==> src/rtl/md_pkg.sv <==
// ----------------------------------------------------------------------------
// md_pkg
// Constants shared by the decoder, the multiply/divide unit and the D->E
// pipeline register: MD control codes, the datapath width and the
// bubble value written into the E stage when D stalls.
// Ports: none (package).
// ----------------------------------------------------------------------------
package md_pkg;

   localparam int WIDTH = 32;
   localparam int MDC_W = 4;

   typedef logic [MDC_W-1:0] mdc_t;

   localparam mdc_t MDC_MULT  = 4'b0000;
   localparam mdc_t MDC_MULTU = 4'b0001;
   localparam mdc_t MDC_DIV   = 4'b0010;
   localparam mdc_t MDC_DIVU  = 4'b0011;
   localparam mdc_t MDC_MFHI  = 4'b0100;
   localparam mdc_t MDC_MFLO  = 4'b0101;
   localparam mdc_t MDC_MTHI  = 4'b0110;
   localparam mdc_t MDC_MTLO  = 4'b0111;
   // Bubbles carry this code; it is outside 0000-0111 so it decodes to no
   // MD action and the MD read mux sees an idle selection.
   localparam mdc_t MDC_IDLE  = 4'b1000;

   localparam logic [WIDTH-1:0] BUBBLE_WORD = '0;

   // True for codes that launch an MD operation.
   function automatic logic mdc_is_start(input mdc_t code);
      return (code == MDC_MULT) || (code == MDC_MULTU) ||
             (code == MDC_DIV)  || (code == MDC_DIVU);
   endfunction

   // True for any MD instruction (codes 0000-0111).
   function automatic logic mdc_is_use(input mdc_t code);
      return (code <= MDC_MTLO);
   endfunction

endpackage

==> src/rtl/md_hazard.sv <==
// ----------------------------------------------------------------------------
// md_hazard
// D-stage multiply/divide hazard detection plus a saturating counter of the
// cycles spent stalled on the MD unit.
// Ports:
//   clk, reset     clock, synchronous active-high reset
//   md_use         D instruction is any MD instruction
//   e_start        MD start pulse currently sitting in E
//   md_busy        busy from the MD unit
//   md_stall       combinational MD stall request
//   md_stall_cnt   saturating count of md_stall cycles
// ----------------------------------------------------------------------------
module md_hazard
   import md_pkg::*;
#(
   parameter int CNT_W = 32
) (
   input  logic             clk,
   input  logic             reset,
   input  logic             md_use,
   input  logic             e_start,
   input  logic             md_busy,
   output logic             md_stall,
   output logic [CNT_W-1:0] md_stall_cnt
);

   localparam logic [CNT_W-1:0] CNT_MAX = '1;
   localparam logic [CNT_W-1:0] CNT_ONE = CNT_W'(1);

   // The MD unit raises busy one cycle after it sees start, so the start
   // pulse in E covers that first cycle.
   assign md_stall = md_use & (e_start | md_busy);

   always_ff @(posedge clk) begin
      if (reset) begin
         md_stall_cnt <= '0;
      end else if (md_stall && (md_stall_cnt != CNT_MAX)) begin
         md_stall_cnt <= md_stall_cnt + CNT_ONE;
      end
   end

endmodule

==> src/rtl/de_pipe_reg.sv <==
// ----------------------------------------------------------------------------
// de_pipe_reg
// D->E pipeline register. Carries ALU operands, MD operands/control and the
// MD start pulse into E, stalls D on data or MD hazards and inserts a bubble
// into E on every stall cycle.
// Ports:
//   clk, reset                 clock, synchronous active-high reset
//   D_pc .. D_imm              D-stage pc, instruction and operands
//   D_md_ctrl                  decoded MD control code
//   D_md_start                 D instruction starts an MD operation
//   D_md_use                   D instruction is any MD instruction
//   ext_stall                  stall from the data-hazard unit
//   md_busy                    busy from the MD unit
//   E_pc .. E_imm, E_md_ctrl   registered E-stage copies
//   E_start                    registered MD start pulse
//   stall_D                    combinational; freezes PC and F/D register
//   md_stall_cnt               saturating count of MD stall cycles
// ----------------------------------------------------------------------------
module de_pipe_reg
   import md_pkg::*;
#(
   parameter int                    WIDTH    = md_pkg::WIDTH,
   parameter int                    MDC_W    = md_pkg::MDC_W,
   parameter logic [MDC_W-1:0]      MDC_IDLE = md_pkg::MDC_IDLE,
   parameter int                    CNT_W    = 32
) (
   input  logic             clk,
   input  logic             reset,
   input  logic [WIDTH-1:0] D_pc,
   input  logic [WIDTH-1:0] D_instr,
   input  logic [WIDTH-1:0] D_rs_data,
   input  logic [WIDTH-1:0] D_rt_data,
   input  logic [WIDTH-1:0] D_imm,
   input  logic [MDC_W-1:0] D_md_ctrl,
   input  logic             D_md_start,
   input  logic             D_md_use,
   input  logic             ext_stall,
   input  logic             md_busy,
   output logic [WIDTH-1:0] E_pc,
   output logic [WIDTH-1:0] E_instr,
   output logic [WIDTH-1:0] E_rs_data,
   output logic [WIDTH-1:0] E_rt_data,
   output logic [WIDTH-1:0] E_imm,
   output logic [MDC_W-1:0] E_md_ctrl,
   output logic             E_start,
   output logic             stall_D,
   output logic [CNT_W-1:0] md_stall_cnt
);

   localparam logic [WIDTH-1:0] BUBBLE = '0;

   logic md_stall;

   md_hazard #(
      .CNT_W (CNT_W)
   ) u_md_hazard (
      .clk          (clk),
      .reset        (reset),
      .md_use       (D_md_use),
      .e_start      (E_start),
      .md_busy      (md_busy),
      .md_stall     (md_stall),
      .md_stall_cnt (md_stall_cnt)
   );

   assign stall_D = ext_stall | md_stall;

   // Reset and bubble load the same values; reset takes precedence simply
   // because it is checked first. E_start is only ever set from an accepted
   // D instruction, so a second MD op in D (which stalls on E_start) can
   // never produce back-to-back start pulses.
   always_ff @(posedge clk) begin
      if (reset || stall_D) begin
         E_pc      <= BUBBLE;
         E_instr   <= BUBBLE;
         E_rs_data <= BUBBLE;
         E_rt_data <= BUBBLE;
         E_imm     <= BUBBLE;
         E_md_ctrl <= MDC_IDLE;
         E_start   <= 1'b0;
      end else begin
         E_pc      <= D_pc;
         E_instr   <= D_instr;
         E_rs_data <= D_rs_data;
         E_rt_data <= D_rt_data;
         E_imm     <= D_imm;
         E_md_ctrl <= D_md_ctrl;
         E_start   <= D_md_start;
      end
   end

endmodule
==> config.mk <==
export PLATFORM = sky130hd
export DESIGN_NAME = de_pipe_reg
export DESIGN_NICKNAME = d
export VERILOG_FILES = /design/src/rtl/md_pkg.sv /design/src/rtl/md_hazard.sv /design/src/rtl/de_pipe_reg.sv
export SDC_FILE = /design/constraint.sdc
export NUM_CORES = 1
export LEC_CHECK = 0
export CORE_MARGIN = 5
export CORE_UTILIZATION = 35
export CTS_CLUSTER_SIZE = 28
export DETAILED_ROUTE_END_ITERATION = 10
export PLACE_DENSITY = 0.74
export SLEW_MARGIN = 0
export SYNTH_ARGS = -nofsm -noshare
export SYNTH_HDL_FRONTEND = slang
export SYNTH_SLANG_ARGS = --single-unit
==> constraint.sdc <==
create_clock -name clk -period 2.7 [get_ports clk]
set_input_delay 0.54 -clock clk [delete_from_list [all_inputs] [get_ports clk]]
set_output_delay 0.54 -clock clk [all_outputs]
set_load 0.05 [all_outputs]
==> impl_metrics.tcl, run 1 <==
set metrics [dict create \
    startpoint_type "input port" \
    grt_remaining_overflow 0 \
    synth_edf_count 0 \
    dp_hpwl_um 16100 \
    firstDrtPassIters 4 \
    viasPerCell 4.43 \
    utilization_pct 62.3 \
    hold_violations 0 \
    numCtsBuffers 17 \
    p_clk_share_pct 39.1 \
    maxCapViolations 0 \
    timing.final.crit_period_ns 2.40 \
    pre_cts_slack_ns 0.0432 \
    synth_nets 725 \
    gp_congestion 0.840 \
    die_w_um 142 \
    ys_ff_latch 197 \
    finClkSkew_ns 0.0119 \
    yosysWarnings 0 \
    initial_core_util_pct 35.5 \
    seqPwrFrac_pct 46.9 \
    cts_hold_buf 0 \
    cpMostUsedCell "buf_4" \
    cp.required_ns 2.16 \
    dieArea_sq_um 20200 \
    path_class "input port to output pin" \
    comb_power_share_pct 13.9 \
    drc_errors 0 \
    synth_area_leaders "dfxtp_1 65%, and2_1 17%, a21oi_1 2.1%" \
    routedWlPerCell_um 17.2 \
    worst-path-buf-inv 3 \
    antenna_cells 0 \
    numPortBuffers 367 \
    crit_family "buffers and inverters" \
    netSwitchingPower_uw 1670 \
    clk_pin_slew_ns 0.06 \
    h-tree-depth 4 \
    setup_viol 0 \
    dr.first_iter.drc_count 185 \
    ys_types 39 \
    leakage_uw 0.00401 \
    relSlewSlack_pct 60.3 \
    die_y_um 142 \
    clock_sinks 197 \
    worstMarginPinSlew_ns 0.594 \
    finalWorstSetupSlack_ns 0.305 \
    fin_tns_setup_ns 0 \
    critPathMaxStageDelay_ns 0.42 \
    intPower_uw 4770 \
    synth_top_area_cell "dfxtp_1" \
    cp.arrival_ns 1.86 \
    period_share_pct 88.7 \
    clock_path_buffers 2 \
    p_per_area_nw_per_um2 600 \
    grt_max_degree 61 \
    finalMaxSlewViolations 0 \
    synth_ff_type "dfxtp_1" \
    core-area_sq_um 17200 \
    crit_slowest_cell "clkdlybuf4s50_1" \
    layout.cells.non_filler 1168 \
    fillers 1416 \
    switching_share_pct 25.9 \
    ant_nets 0 \
    nets 1102 \
    vias 5178 \
    dp_cells 1137 \
    peakVddDrop_uv 418 \
    num_rows 48 \
    syn_area_sq_um 6110 \
    grt_use_total_pct 19.2 \
    netlist_instances 554 \
    antenna_found_initial 0 \
    async_flop_share_pct 0 \
    critPathCaptureType "output pin" \
    area.growth.synth_to_final_pct 75.7 \
    tritoncts "yes" \
    syn_avg_cell_area_sq_um 11.0 \
    grt_pass1_wl_um 29200 \
    clock_latency_ns 0.42 \
    postCtsSetupBuffers 0 \
    status "complete, no violations" \
    cp_cell_sequence "clkdlybuf4s50_1 > buf_4 > o21ai_0 > nand2b_1 > buf_4" \
    cts_root_buffer "clkbuf_16" \
    fmax_mhz 417 \
    routed_wl_um 20100 \
    yosysSeqAreaShare_pct 64.5 \
    crit_fanout 3 \
    synth_top_area_share_pct 64.5 \
    drive_gt1_share_pct 7.10 \
    rsz0062_at_grt "false" \
    cts_resized 0 \
    hold_class "flop to flop" \
    io_pins 368 \
    first_global_vias 5084 \
    p_total_uw 6440 \
]
## logic make-up (layout without fill, tap and decap cells)
family / count (synthesis) / in the layout / synth area share, %
xor gates and xnor gates: 5 / 5 / 0.717
adders and majority gates: 1 / 1 / 0.205
buffers and inverters: 39 / 428 / 2.76
and+or+nand+nor: 251 / 251 / 25.4
DFF: 197 / 197 / 64.5
muxes: 2 / 2 / 0.348
AOI/OAI and AO/OA: 59 / 59 / 6.06
## routing by layer
metal  vias to the layer above  global-route usage [%]  wire length, um
li1                       2587                       -                -
met1                      2334                    19.5             7080
met2                       225                    34.9            10500
met3                        32                    8.06             2010
met4                         0                    7.27              502
met5                         -                       0                0
## worst paths after layout
path	startpoint	to	slack [ns]	cells past startpoint
max	md_busy	stall_D	0.30	5
max reg2reg	u_md_hazard.md_stall_cnt[9]$_SDFFE_PP0P_	u_md_hazard.md_stall_cnt[30]$_SDFFE_PP0P_	0.47	5
min	u_md_hazard.md_stall_cnt[30]$_SDFFE_PP0P_	u_md_hazard.md_stall_cnt[30]$_SDFFE_PP0P_	0.52	2
min reg2reg	u_md_hazard.md_stall_cnt[30]$_SDFFE_PP0P_	u_md_hazard.md_stall_cnt[30]$_SDFFE_PP0P_	0.52	2
## state kept, by name (all words and copies together), names as in the netlist
name,cells
E_pc,32
E_rs_data,32
E_md_ctrl,4
u_md_hazard.md_stall_cnt,32
E_imm,32
E_instr,32
E_rt_data,32
E_start,1
## synth_stat cells, types with 2 or more instances
cell,count
clkbuf_2,2
and2_1,165
clkbuf_1,23
a211oi_1,2
buf_2,4
o21ai_0,8
or3_1,8
and3_1,4
o31ai_1,16
buf_6,2
nor4_1,3
nand4_1,10
nor2_1,13
xnor2_1,5
a21o_1,2
dfxtp_1,197
or4_2,3
a21oi_1,26
nand3_1,8
nand2_1,12
or3_2,2
and4_1,3
or4_1,13
inv_1,8
## worst reg2reg max path: stages, from the launching register on
cell	delay (ns)
dfxtp_1	0.46
nand4_4	0.17
or2_1	0.40
or3_1	0.55
or4_1	0.44
a21oi_1	0.14
## metrics by stage
| stage | instance area [sq um] | hold WS [ns] |
|---|---|---|
| floorplan | 6110 | 0.642 |
| global placement | 10100 | 0.500 |
| detailed placement | 10100 | 0.504 |
| CTS | 10700 | 0.515 |
| global route | 10700 | 0.523 |
| finish | 10700 | 0.517 |
## layout by cell type (no fill, tap or decap), types with 5 or more instances in the layout
| cell type | count |
|---|---|
| buf_4 | 20 |
| inv_1 | 8 |
| or3_1 | 8 |
| a21oi_1 | 26 |
| nand4_1 | 10 |
| nor2_1 | 12 |
| nand3_1 | 8 |
| o21ai_0 | 8 |
| xnor2_1 | 5 |
| clkbuf_16 | 17 |
| clkdlybuf4s50_1 | 366 |
| and2_1 | 165 |
| dfxtp_1 | 197 |
| or4_1 | 13 |
| nand2_1 | 12 |
| o31ai_1 | 16 |
## layout make-up
type / count / area [sq um] / area share, %
flip-flops and latches: 197 / 3940 / 36.7
multi-input cells: 318 / 2010 / 18.7
inverters: 8 / 30.0 / 0.280
repair buffers: 389 / 3870 / 36.1
well taps: 225 / 282 / 2.62
clock buffers: 19 / 453 / 4.22
clock inverters: 12 / 141 / 1.32
## power groups by stage
stage,Clock (uW),Combinational (uW),Sequential [uW]
finish,2520,896,3020
global route,2710,935,3030
CTS,2590,905,3020
detailed placement,0,902,3090
global placement,0,897,3090
floorplan,0,97.4,3420
Note: power is estimated with default switching activity, not from simulation.
==> run 2: changes to the inputs <==
- CORE_AREA: not set -> 5 5 139 141
- CORE_MARGIN: 5 -> not set
- CORE_UTILIZATION: 35 -> not set
- DIE_AREA: not set -> 0 0 144 146
- PLACE_DENSITY: 0.74 -> 0.73
==> run 2 against run 1 <==
Effect of this change:
- non-clock buffer count rose by 1
- clock-buffer cell count decreased by 2
- sequential power is essentially flat
- design area up 0.87%
- sequential cell count is the same
- critical path depth unchanged
- clock power up 8%
- final cell count rose by 0.51%
- power increased by 3.1%
- routed wire length is 4.6% lower
- global-route usage fell by 1.5 points
- critical endpoint unchanged
- highest routed layer unchanged
==> impl_metrics.tcl, run 2 (synthesis gave the netlist of run 1 again) <==
set metrics [dict create \
    finalWorstSetupSlack_ns 0.290 \
    cts_resized 0 \
    crit_fanout 3 \
    num_rows 49 \
    stdcell_area_sq_um 10800 \
    antenna_found_initial 0 \
    gp_congestion 0.790 \
    fillers 1433 \
    period_share_pct 89.3 \
    dp_hpwl_um 15400 \
    mostFrequentLayoutCells "366 x clkdlybuf4s50_1, 197 x dfxtp_1, 165 x and2_1" \
    fmax_mhz 415 \
    rsz0062_at_grt "false" \
    startpoint_type "input port" \
    worstMarginPinSlew_ns 0.635 \
    setup_viol 0 \
    whs_path_depth 2 \
    die_y_um 146 \
    grt_remaining_overflow 0 \
    vias 5128 \
    routed_wl_um 19200 \
    hold_violations 0 \
    clock_path_buffers 2 \
    cp.arrival_ns 1.87 \
    top_layer_used "met4" \
    cts_root_buffer "clkbuf_16" \
    initial_core_util_pct 34.3 \
    core-area_sq_um 17800 \
    finClkSkew_ns 0.0103 \
    drive_gt1_share_pct 7.30 \
    grt_use_total_pct 17.7 \
    p_per_area_nw_per_um2 613 \
    ff2ff_path_depth 5 \
    wl_met1_um 6660 \
    status "complete, no violations" \
    finalMaxSlewViolations 0 \
    peakVddDrop_uv 423 \
    area.growth.synth_to_final_pct 77.2 \
    timing.final.crit_period_ns 2.41 \
    grt_pass1_wl_um 28400 \
    dr.first_iter.drc_count 137 \
    path_class "input port to output pin" \
    wl_met2_um 10100 \
    routedWlPerCell_um 16.3 \
    leakage_uw 0.00405 \
    wl_met3_um 2130 \
    regArea_sq_um 3940 \
    p_total_uw 6640 \
    tritoncts "yes" \
    multi_input_area_sq_um 2010 \
    grt_max_degree 35 \
    place_area_sq_um 10200 \
    io_pins 368 \
    die_w_um 144 \
    pre_cts_slack_ns 0.0561 \
    clk_pin_slew_ns 0.07 \
    cts_hold_buf 0 \
    clock_sinks 197 \
    ant_nets 0 \
    numPortBuffers 367 \
    viasPerCell 4.37 \
    final_common_cell "clkdlybuf4s50_1" \
    firstDrtPassIters 4 \
    holdWs_ns 0.518 \
    postCtsSetupBuffers 0 \
    h-tree-depth 4 \
    numCtsBuffers 17 \
    fin_tns_setup_ns 0 \
    antenna_cells 0 \
    dieArea_sq_um 21000 \
    nets 1103 \
    hold_class "flop to flop" \
    drc_errors 0 \
    maxCapViolations 0 \
    relSlewSlack_pct 57.4 \
    clock_latency_ns 0.43 \
    critPathCaptureType "output pin" \
    first_global_vias 5086 \
    cp.required_ns 2.16 \
]
run 2: worst paths after layout:
path         slack [ns]                                      from                                        end
min reg2reg        0.52  u_md_hazard.md_stall_cnt[7]$_SDFFE_PP0P_   u_md_hazard.md_stall_cnt[7]$_SDFFE_PP0P_
min                0.52  u_md_hazard.md_stall_cnt[7]$_SDFFE_PP0P_   u_md_hazard.md_stall_cnt[7]$_SDFFE_PP0P_
max                0.29                                   md_busy                                    stall_D
max reg2reg        0.49  u_md_hazard.md_stall_cnt[9]$_SDFFE_PP0P_  u_md_hazard.md_stall_cnt[26]$_SDFFE_PP0P_
run 2: critical path, cell delays in order:
cell             delay, ns
clkdlybuf4s50_1       0.42
buf_4                 0.14
o21ai_0               0.34
nand2b_1              0.20
buf_4                 0.23
run 2: where the power goes:
group / internal (uW) / switching (uW)
sequential: 3000 / 26.1
clock: 1510 / 1210
combinational: 431 / 473
total: 4930 / 1700
run 2: per-stage QoR:
step / utilization [%] / std cells
3_3_place_gp: 57.1 / 1142
5_1_grt: 60.7 / 1174
4_1_cts: 60.7 / 1174
2_1_floorplan: - / 554
3_5_place_dp: 57.1 / 1142
6_report: 60.7 / 1174
run 2: routing by layer:
metal  vias to the layer above  global-route usage, %
met1                      2306                   17.5
met4                         0                   4.90
li1                       2593                      -
met5                         -                      0
met3                        20                   8.41
met2                       209                   32.6
run 2: cell type report:
type                       count  share of cell area [%]
timing repair buffer         390                    36.2
clock inverter                15                    1.96
multi-input combinational    318                    18.6
clock buffer                  17                    3.93
sequential                   197                    36.4
tap                          229                    2.65
inverter                       8                   0.277
